**src/rtl/sram_controller_pkg.sv**
```systemverilog
// sram_controller_pkg: shared types and constants for the SRAM controller.
//   state_t      - controller FSM states (3-bit encoding)
//   SRAM_DATA_W  - external SRAM data width (16)
//   SRAM_ADDR_W  - external SRAM half-word address width (18)
//   IDX_W        - word index width (one bit less than the SRAM address)
package sram_controller_pkg;

  localparam int SRAM_DATA_W = 16;
  localparam int SRAM_ADDR_W = 18;
  localparam int IDX_W       = SRAM_ADDR_W - 1;

  typedef enum logic [2:0] {
    IDLE  = 3'd0,
    WR_LO = 3'd1,
    WR_HI = 3'd2,
    RD_LO = 3'd3,
    RD_HI = 3'd4,
    DONE  = 3'd5
  } state_t;

endpackage

```
**src/rtl/sram_controller_if.sv**
```systemverilog
// sram_controller_if: data-memory request bus between the MEM stage and the
// SRAM controller.
//   mem_r_en / mem_w_en - read / write request, held stable while ready = 0
//   address             - byte address
//   write_data          - store data
//   read_data           - load result (registered in the controller)
//   ready               - 0 = controller busy, pipeline must freeze
//
// Handshake: a request is taken when it is high in IDLE; ready drops in the
// same cycle and rises again for exactly one cycle (DONE). The requester
// keeps the request stable until the clock edge that ends the ready = 1
// cycle, and may present the next request immediately after it.
interface sram_controller_if;

  logic        mem_r_en;
  logic        mem_w_en;
  logic [31:0] address;
  logic [31:0] write_data;
  logic [31:0] read_data;
  logic        ready;

  modport master (
    output mem_r_en,
    output mem_w_en,
    output address,
    output write_data,
    input  read_data,
    input  ready
  );

  modport slave (
    input  mem_r_en,
    input  mem_w_en,
    input  address,
    input  write_data,
    output read_data,
    output ready
  );

endinterface

```
**src/rtl/sram_controller.sv**
```systemverilog
// sram_controller: maps 32-bit data-memory word accesses onto a 16-bit
// external SRAM as two half-word accesses, low half first.
// Ports:
//   clk, rst     - clock and synchronous active-high reset
//   bus          - request bus (slave side of sram_controller_if)
//   sram_addr    - half-word address, {word index, half select}
//   sram_dq_out  - half-word driven during writes
//   sram_dq_in   - half-word returned by the SRAM during reads
//   sram_dq_oe   - 1 = drive sram_dq_out onto the bus
//   sram_we_n    - active-low write strobe
//   dbg_state    - current FSM state, for observation only
// Parameters:
//   BASE_ADDR     - byte address of data word 0
//   ACCESS_CYCLES - cycles spent in each half-word state (>= 1)
module sram_controller
  import sram_controller_pkg::*;
#(
  parameter int BASE_ADDR     = 1024,
  parameter int ACCESS_CYCLES = 1
) (
  input  logic                   clk,
  input  logic                   rst,
  sram_controller_if.slave       bus,
  output logic [SRAM_ADDR_W-1:0] sram_addr,
  output logic [SRAM_DATA_W-1:0] sram_dq_out,
  input  logic [SRAM_DATA_W-1:0] sram_dq_in,
  output logic                   sram_dq_oe,
  output logic                   sram_we_n,
  output state_t                 dbg_state
);

  localparam int CNT_W = (ACCESS_CYCLES > 1) ? $clog2(ACCESS_CYCLES) : 1;
  localparam logic [CNT_W-1:0] CNT_LOAD = CNT_W'(ACCESS_CYCLES - 1);

  state_t           state_q, state_d;
  logic [CNT_W-1:0] cnt_q, cnt_d;
  logic [31:0]      read_data_q, read_data_d;

  logic             last_cycle;
  logic [IDX_W-1:0] idx;

  // Out-of-range addresses simply wrap into the 17-bit index.
  assign idx        = IDX_W'((bus.address - 32'(BASE_ADDR)) >> 2);
  assign last_cycle = (cnt_q == '0);

  // Next-state, counter and read-capture logic.
  always_comb begin
    state_d     = state_q;
    cnt_d       = cnt_q;
    read_data_d = read_data_q;
    case (state_q)
      IDLE: begin
        // Write wins when both requests are present.
        if (bus.mem_w_en) begin
          state_d = WR_LO;
          cnt_d   = CNT_LOAD;
        end else if (bus.mem_r_en) begin
          state_d = RD_LO;
          cnt_d   = CNT_LOAD;
        end
      end
      WR_LO: begin
        if (last_cycle) begin
          state_d = WR_HI;
          cnt_d   = CNT_LOAD;
        end else begin
          cnt_d = cnt_q - 1'b1;
        end
      end
      WR_HI: begin
        if (last_cycle) begin
          state_d = DONE;
        end else begin
          cnt_d = cnt_q - 1'b1;
        end
      end
      RD_LO: begin
        if (last_cycle) begin
          read_data_d[15:0] = sram_dq_in;
          state_d           = RD_HI;
          cnt_d             = CNT_LOAD;
        end else begin
          cnt_d = cnt_q - 1'b1;
        end
      end
      RD_HI: begin
        if (last_cycle) begin
          read_data_d[31:16] = sram_dq_in;
          state_d            = DONE;
        end else begin
          cnt_d = cnt_q - 1'b1;
        end
      end
      DONE: begin
        state_d = IDLE;
      end
      default: begin
        state_d = IDLE;
        cnt_d   = '0;
      end
    endcase
  end

  always_ff @(posedge clk) begin
    if (rst) begin
      state_q     <= IDLE;
      cnt_q       <= '0;
      read_data_q <= '0;
    end else begin
      state_q     <= state_d;
      cnt_q       <= cnt_d;
      read_data_q <= read_data_d;
    end
  end

  // SRAM pin drive. Reset forces the strobe and bus driver off immediately so
  // an access interrupted by reset never writes on the reset edge.
  always_comb begin
    sram_addr   = '0;
    sram_dq_out = '0;
    sram_dq_oe  = 1'b0;
    sram_we_n   = 1'b1;
    case (state_q)
      WR_LO: begin
        sram_addr   = {idx, 1'b0};
        sram_dq_out = bus.write_data[15:0];
        sram_dq_oe  = 1'b1;
        sram_we_n   = 1'b0;
      end
      WR_HI: begin
        sram_addr   = {idx, 1'b1};
        sram_dq_out = bus.write_data[31:16];
        sram_dq_oe  = 1'b1;
        sram_we_n   = 1'b0;
      end
      RD_LO: sram_addr = {idx, 1'b0};
      RD_HI: sram_addr = {idx, 1'b1};
      default: begin
        sram_addr = '0;
      end
    endcase
    if (rst) begin
      sram_dq_oe = 1'b0;
      sram_we_n  = 1'b1;
    end
  end

  // ready is combinational so it falls in the very cycle a request shows up.
  assign bus.ready = ((state_q == IDLE) && !bus.mem_r_en && !bus.mem_w_en) ||
                     (state_q == DONE);
  assign bus.read_data = read_data_q;
  assign dbg_state     = state_q;

endmodule

```
**src/flat_wrapper.sv**
```systemverilog
// flat-port wrapper written by rule: the top's interface ports become plain ports
module sram_controller_flat import sram_controller_pkg::*;
#(
  parameter int BASE_ADDR     = 1024,
  parameter int ACCESS_CYCLES = 1
)
  (clk, rst, sram_addr, sram_dq_out, sram_dq_in, sram_dq_oe, sram_we_n, dbg_state, bus_mem_r_en, bus_mem_w_en, bus_address, bus_write_data, bus_read_data, bus_ready);
  sram_controller_if bus_i ();
  input  logic clk;
  input  logic rst;
  output logic [SRAM_ADDR_W-1:0] sram_addr;
  output logic [SRAM_DATA_W-1:0] sram_dq_out;
  input  logic [SRAM_DATA_W-1:0] sram_dq_in;
  output logic sram_dq_oe;
  output logic sram_we_n;
  output state_t dbg_state;
  input wire logic [$bits(bus_i.mem_r_en)-1:0] bus_mem_r_en;
  input wire logic [$bits(bus_i.mem_w_en)-1:0] bus_mem_w_en;
  input wire logic [$bits(bus_i.address)-1:0] bus_address;
  input wire logic [$bits(bus_i.write_data)-1:0] bus_write_data;
  output wire logic [$bits(bus_i.read_data)-1:0] bus_read_data;
  output wire logic [$bits(bus_i.ready)-1:0] bus_ready;
  assign bus_i.mem_r_en = bus_mem_r_en;
  assign bus_i.mem_w_en = bus_mem_w_en;
  assign bus_i.address = bus_address;
  assign bus_i.write_data = bus_write_data;
  assign bus_read_data = bus_i.read_data;
  assign bus_ready = bus_i.ready;
  sram_controller #(.BASE_ADDR(BASE_ADDR), .ACCESS_CYCLES(ACCESS_CYCLES)) u_core (.clk(clk), .rst(rst), .bus(bus_i), .sram_addr(sram_addr), .sram_dq_out(sram_dq_out), .sram_dq_in(sram_dq_in), .sram_dq_oe(sram_dq_oe), .sram_we_n(sram_we_n), .dbg_state(dbg_state));
endmodule
```
**config.mk**
```make
export PLATFORM = sky130hd
export DESIGN_NAME = sram_controller_flat
export DESIGN_NICKNAME = d
export VERILOG_FILES = /design/src/rtl/sram_controller_pkg.sv /design/src/rtl/sram_controller_if.sv /design/src/rtl/sram_controller.sv /design/src/flat_wrapper.sv
export SDC_FILE = /design/constraint.sdc
export NUM_CORES = 1
export LEC_CHECK = 0
export ABC_AREA = 1
export BUFFER_PORTS_ARGS = -buffer_cell sky130_fd_sc_hd__buf_2
export CORE_ASPECT_RATIO = 0.5
export CORE_MARGIN = 1
export CORE_UTILIZATION = 38
export DETAILED_ROUTE_END_ITERATION = 7
export GPL_ROUTABILITY_DRIVEN = 0
export PLACE_DENSITY = 0.77
export SLEW_MARGIN = 20
export SYNTH_ARGS = -nofsm -noshare
export SYNTH_HDL_FRONTEND = slang
export SYNTH_SLANG_ARGS = --single-unit
```
**constraint.sdc**
```tcl
create_clock -name clk -period 1.4 [get_ports clk]
set_input_delay 0.07 -clock clk [delete_from_list [all_inputs] [get_ports clk]]
set_output_delay 0.07 -clock clk [all_outputs]
set_load 0.02 [all_outputs]
```
==> run metrics, run 1 <==
Root Buffer clkbuf_8; I/O pin count about 160; worst vdd ir 0.976 mV; GRT Residual Overflow 0; Die Ht ~51 um; fin. max-slew vios 0; failing checks setup timing; path type of the worst min-delay path in -> reg; Worst Hold Depth 3; core footprint roughly 4500 um^2; number of global-route vias before repair 1839; status complete, but fails checks; Slew headroom 0.785; CTS buffer count 5; final hold violation count 0; leakage between 0.0015 and 0.002 uW; Post-Layout Inst Area 3480 um^2; synthesized instance count roughly 290; FP Rows 17; largest net degree at the start of global routing 34; final total power 5320 uW; Worst path max stage delay 0.41 ns; Post-DP Area 2570 um^2; Seq/Total Area, Yosys 0.387; clk sinks 35; leading cell type in the layout, fill and taps excluded buf_2; Pre-antenna DRT Iters 4; Setup Viol. Count Final 38; path depth of the worst reg2reg path 9; initial antenna violation count 0; routed vias/inst between 4 and 5; Synth Cell Area approximately 1800 um^2; Setup crit start kind flop; Clk Latency, worst-skew pair roughly 0.29 ns; Hold Crit Start sram_dq_in[11]; Tmin final ~1.5 ns; final layout net count around 540; initial DRC count around 130; fmax between 0.6 and 0.7 GHz; die area just over 5000 um^2; register bit count reported by yosys 35; Data arrival, critical path about 1.4 ns; RSZ-0062 raised after global routing yes; critical path class reg -> out; YS warnings 0; post-route setup slack -0.115 ns; Worst-path clk slew about 0.070 ns; clock buffer depth 2; Syn Nets 370; Crit path required time roughly 1.3 ns; htree depth 2; reg-to-reg endpoint u_core.bus.read_data[7]; CTS tree built; Vias ~2.4k; input/output buffers between 100 and 150; syn_area_per_cell 6.35 um^2; CP endpoint kind output port; Starting Density 0.403; CP max-delay cell dfxtp_4; P&R area growth vs syn 92.5%; commonest non-fill, non-tap cells in the layout buf_2, nor2_1, nand2_1; DRC viols 0; FF-to-FF Start u_core.dbg_state[0]; Reg2Reg Setup Slack -0.02 ns; WHS Endpoint u_core.bus.read_data[11]; CP cell instances nand2_4, inv_2, nand2_4, buf_4, a21oi_4, inv_2, buf_6; wire length of the first global-routing pass 8660 um; drt total wl ~7000 um; share of post-route cells with drive strength above 1 0.553; CP Max Fanout 4; Pwr per Cell Area 1530 nW/um^2; Routed WL per cell 13.7 um; GRT Resource Usage Total 0.219; DP HPWL 3870 um; Period Utilization, post-route 1.08; Max Cap Viol 0; ANT nets after route 0; worst-margin pin slew around 0.32 ns; die width approximately 100 um; Setup Skew a little over 0.004 ns; # diodes 0; distinct cell type count after synthesis 23
[per-stage QoR]
step / setup WS [ns] / util / std cells / hold slack [ns] / setup TNS [ns]
floorplan: 0.0703 / - / 285 / 0.142 / 0
global placement: 0.0986 / 0.573 / 485 / 0.297 / 0
detailed placement: 0.0729 / 0.573 / 485 / 0.303 / 0
CTS: -0.0403 / 0.643 / 503 / 0.0130 / -0.352
global route: -0.177 / 0.776 / 518 / 0.0155 / -4.22
finish: -0.115 / 0.776 / 518 / 0.00502 / -2.11
[flip-flops by register name, indices dropped and copies added, names as in the netlist]
register and flops:
u_core.bus.read_data 32, u_core.dbg_state 3
[cells in the mapped netlist (all sizes together)]
library cell,count,area [um^2]
a21oi,4,20.0
buf,6,53.8
clkbuf,4,15.0
dfxtp,35,701
ha,1,12.5
inv,28,105
nand2,67,262
nand3,6,40.0
nand4,1,6.26
nor2,93,384
o21ai,36,180
o31ai,1,7.51
or2,1,6.26
xor2,2,17.5
[how the worst max path moves through the flow]
stage	from	end	slack [ns]	depth (start not counted)
4_1_cts	u_core.dbg_state[2]	sram_dq_out[4]	-0.04	8
6_report	u_core.dbg_state[0]	sram_we_n	-0.11	7
3_3_place_gp	u_core.dbg_state[2]	sram_addr[13]	0.1	6
2_1_floorplan	u_core.dbg_state[2]	sram_dq_out[0]	0.07	8
5_1_grt	u_core.dbg_state[2]	sram_dq_out[12]	-0.18	8
3_5_place_dp	u_core.dbg_state[2]	sram_addr[14]	0.07	6
[power breakdown]
group / switching, uW / internal (uW)
Clock: 370 / 448
Sequential: 116 / 1160
Combinational: 1870 / 1350
[cells by family (layout without fill, tap and decap cells)]
family          Yosys count  after routing  synth area share
simple gates            168            168             0.386
xor+xnor                  2              2           0.00968
compound gates           41             41             0.115
flops                    35             35             0.387
buf+inv                  38            205            0.0961
fa+ha+maj                 1              1           0.00691
[per-layer routing]
layer / vias up / GRT usage / routed length, um
met5: - / 0 / 0
li1: 1215 / - / -
met1: 1082 / 0.260 / 2800
met4: 0 / 0.0956 / 329
met3: 26 / 0.0424 / 406
met2: 101 / 0.395 / 3540
[final cells by class]
class	count	area (um^2)
Sequential cell	35	709
Tap cell	66	82.6
Clock inverter	1	7.51
Timing Repair Buffer	165	1190
Clock buffer	7	96.3
Inverter	28	161
Timing Repair inverter	4	36.3
Fill cell	307	1000
Multi-Input combinational cell	212	1200
[timing repair]
item | in CTS | in global routing
cloned | 2 | 3
hold endpoints to repair | 2 | 0
setup buffers | 7 | 13
resized for setup | 41 | 132
hold buffers | 1 | 0
endpoints found under the setup margin | 35 | 54
pin swaps | 11 | 30
[worst max-delay path: cells and delay by family (launching register included)]
kind	cells	cell delay, ns
AO/OA/AOI/OAI	1	0.18
buffers and inverters	4	0.40
flip-flops	1	0.41
AND/OR/NAND/NOR	2	0.16
(Power assumes the default switching activity.)
==> run 2: changes to the inputs <==
--- a/config.mk
+++ b/config.mk
@@ -7,9 +7,11 @@
 export LEC_CHECK = 0
 export ABC_AREA = 1
 export BUFFER_PORTS_ARGS = -buffer_cell sky130_fd_sc_hd__buf_2
+export CELL_PAD_IN_SITES_DETAIL_PLACEMENT = 2
+export CELL_PAD_IN_SITES_GLOBAL_PLACEMENT = 2
 export CORE_ASPECT_RATIO = 0.5
 export CORE_MARGIN = 1
-export CORE_UTILIZATION = 38
+export CORE_UTILIZATION = 17
 export DETAILED_ROUTE_END_ITERATION = 7
 export GPL_ROUTABILITY_DRIVEN = 0
 export PLACE_DENSITY = 0.77
==> run metrics, run 2 (synthesis results as in run 1) <==
status complete, but fails checks; failing checks setup timing; fin. max-slew vios 0 (unchanged); path type of the worst min-delay path in -> reg; largest net degree at the start of global routing 34 (unchanged); Pwr per Cell Area 1630 nW/um^2 (+6.8%); # hold bufs at CTS 0 (-1); commonest non-fill, non-tap cells in the layout buf_2, nor2_1, nand2_1; worst vdd ir 0.466 mV (-52%); Setup Skew 0.00322 ns (-0.000802 ns); Routed WL per cell 14.8 um (+8.1%); CP Max Fanout 5 (+1); M1 WL 3120 um (+12%); CP endpoint kind output port; NetSw 2240 uW (-4.8%); final hold violation count 0 (unchanged); wire length of the first global-routing pass 12700 um (+47%); met2 routed WL 4970 um (+40%); Data arrival, critical path 1.43 ns (about the same); worst-margin pin slew 0.314 ns (-0.00942 ns); leakage 0.00172 uW (-7.0%); Reg2Reg Setup Slack 0.06 ns (+0.08 ns); Tmin final 1.50 ns (-0.0104 ns); Clk Latency, worst-skew pair 0.28 ns (about the same); CTS buffer count 5 (unchanged); Sw Ratio 0.424 (-0.0191); final layout net count 524 (-2.2%); Comb power frac 0.542 (-0.064); die width 148 um (+49%); share of post-route cells with drive strength above 1 0.477 (-0.0758); Worst-path clk slew 0.05 ns (-0.02 ns); leading cell type in the layout, fill and taps excluded buf_2; clk sinks 35 (unchanged); initial DRC count 55 (-56%); P&R area growth vs syn 79.2%; DRC viols 0 (unchanged); # diodes 0 (unchanged); GRT Residual Overflow 0 (unchanged); DP HPWL 6050 um (+56%); Seq pwr share 0.240 (about the same); Max Cap Viol 0 (unchanged); core footprint 10300 um^2 (+130%); FP Rows 26 (+9); initial antenna violation count 0 (unchanged); CTS tree built; GRT Resource Usage Total 0.148 (-0.0710); number of global-route vias before repair 2542 (+38%); Clk pwr share 0.218 (+0.064); Die Ht 75.0 um (+48%); Vias 2365 (-2.4%); Starting Density 0.176 (-0.227); Setup Viol. Count Final 23 (-39%); ANT nets after route 0 (unchanged); dpl cells 564 (+16%); Period Utilization, post-route 1.07 (-0.00743); fmax 0.665 GHz (+0.69%); post-route setup slack -0.104 ns (+0.0104 ns); DR top layer met4; Pre-antenna DRT Iters 4 (unchanged); I/O pin count 156 (unchanged); htree depth 2 (unchanged); die area 11100 um^2 (+120%); met3 wire len 372 um (-8.4%); Setup crit start kind flop; routed vias/inst 4.08 (-13%); internal power 3040 uW (+2.9%); RSZ-0062 raised after global routing yes; drt total wl 8560 um (+21%); Crit path required time 1.33 ns (about the same); max FFs per register 32 (unchanged); final total power 5290 uW (-0.56%); clock buffer depth 2 (unchanged); Slew headroom 0.791 (+0.00598); Final Instance Count excl. Fillers 580 (+12%); critical path class reg -> out; input/output buffers 140 (unchanged); Root Buffer clkbuf_16
run 2: metrics by stage:
| step | worst slack (ns) | utilization | cell area, um^2 | setup TNS, ns | hold slack (ns) |
|---|---|---|---|---|---|
| after floorplan | 0.0703 | - | 1810 | 0 | 0.142 |
| after global placement | 0.0729 | 0.263 | 2700 | 0 | 0.308 |
| after detailed placement | 0.0223 | 0.263 | 2700 | 0 | 0.312 |
| after CTS | -0.117 | 0.301 | 3090 | -1.79 | 0.0158 |
| after global routing | -0.191 | 0.316 | 3240 | -3.89 | 0.0399 |
| final | -0.104 | 0.316 | 3240 | -1.65 | 0.0367 |
run 2: repair_timing:
action                                  CTS  global route
gates cloned                              2             0
pin swaps                                 9            10
endpoints found under the hold margin     0             0
gates resized for setup                  59            42
endpoints found under the setup margin   37            37
buffers inserted                          3             4
run 2: power by group through the flow:
stage | registers [uW] | clock network, uW | logic (uW)
after floorplan | 1450 | 0 | 1170
after global placement | 1250 | 0 | 2130
after detailed placement | 1260 | 0 | 2190
after CTS | 1270 | 1180 | 2620
after global routing | 1290 | 1230 | 3100
final | 1270 | 1160 | 2870
run 2: worst max-delay path, cell delays in order, from the launching register on:
cell and delay, ns:
dfxtp_4 0.39, inv_4 0.05, nand3_4 0.11, nand3_4 0.13, inv_4 0.14, buf_6 0.16, nor2_2 0.04, buf_4 0.15
run 2: area by class of cell:
type	count	area (um^2)
Timing Repair inverter	2	15.0
Sequential cell	35	709
Inverter	28	125
Timing Repair Buffer	155	981
Fill cell	1230	7040
Clock buffer	8	156
Multi-Input combinational cell	212	1080
Tap cell	140	175
run 2: path summary, 6_finish.rpt:
kind | from | to | depth (start not counted)
worst min-delay path | rst | u_core.dbg_state[0] | 2
worst max-delay path | u_core.dbg_state[0] | sram_addr[4] | 7
worst max register to register | u_core.dbg_state[2] | u_core.bus.read_data[4] | 8
worst min register to register | u_core.bus.read_data[16] | u_core.bus.read_data[16] | 2
run 2: metal layers:
layer | track usage | vias up
met5 | 0 | -
met4 | 0.0412 | 0
met3 | 0.0339 | 9
met2 | 0.314 | 45
met1 | 0.149 | 1129
li1 | - | 1182
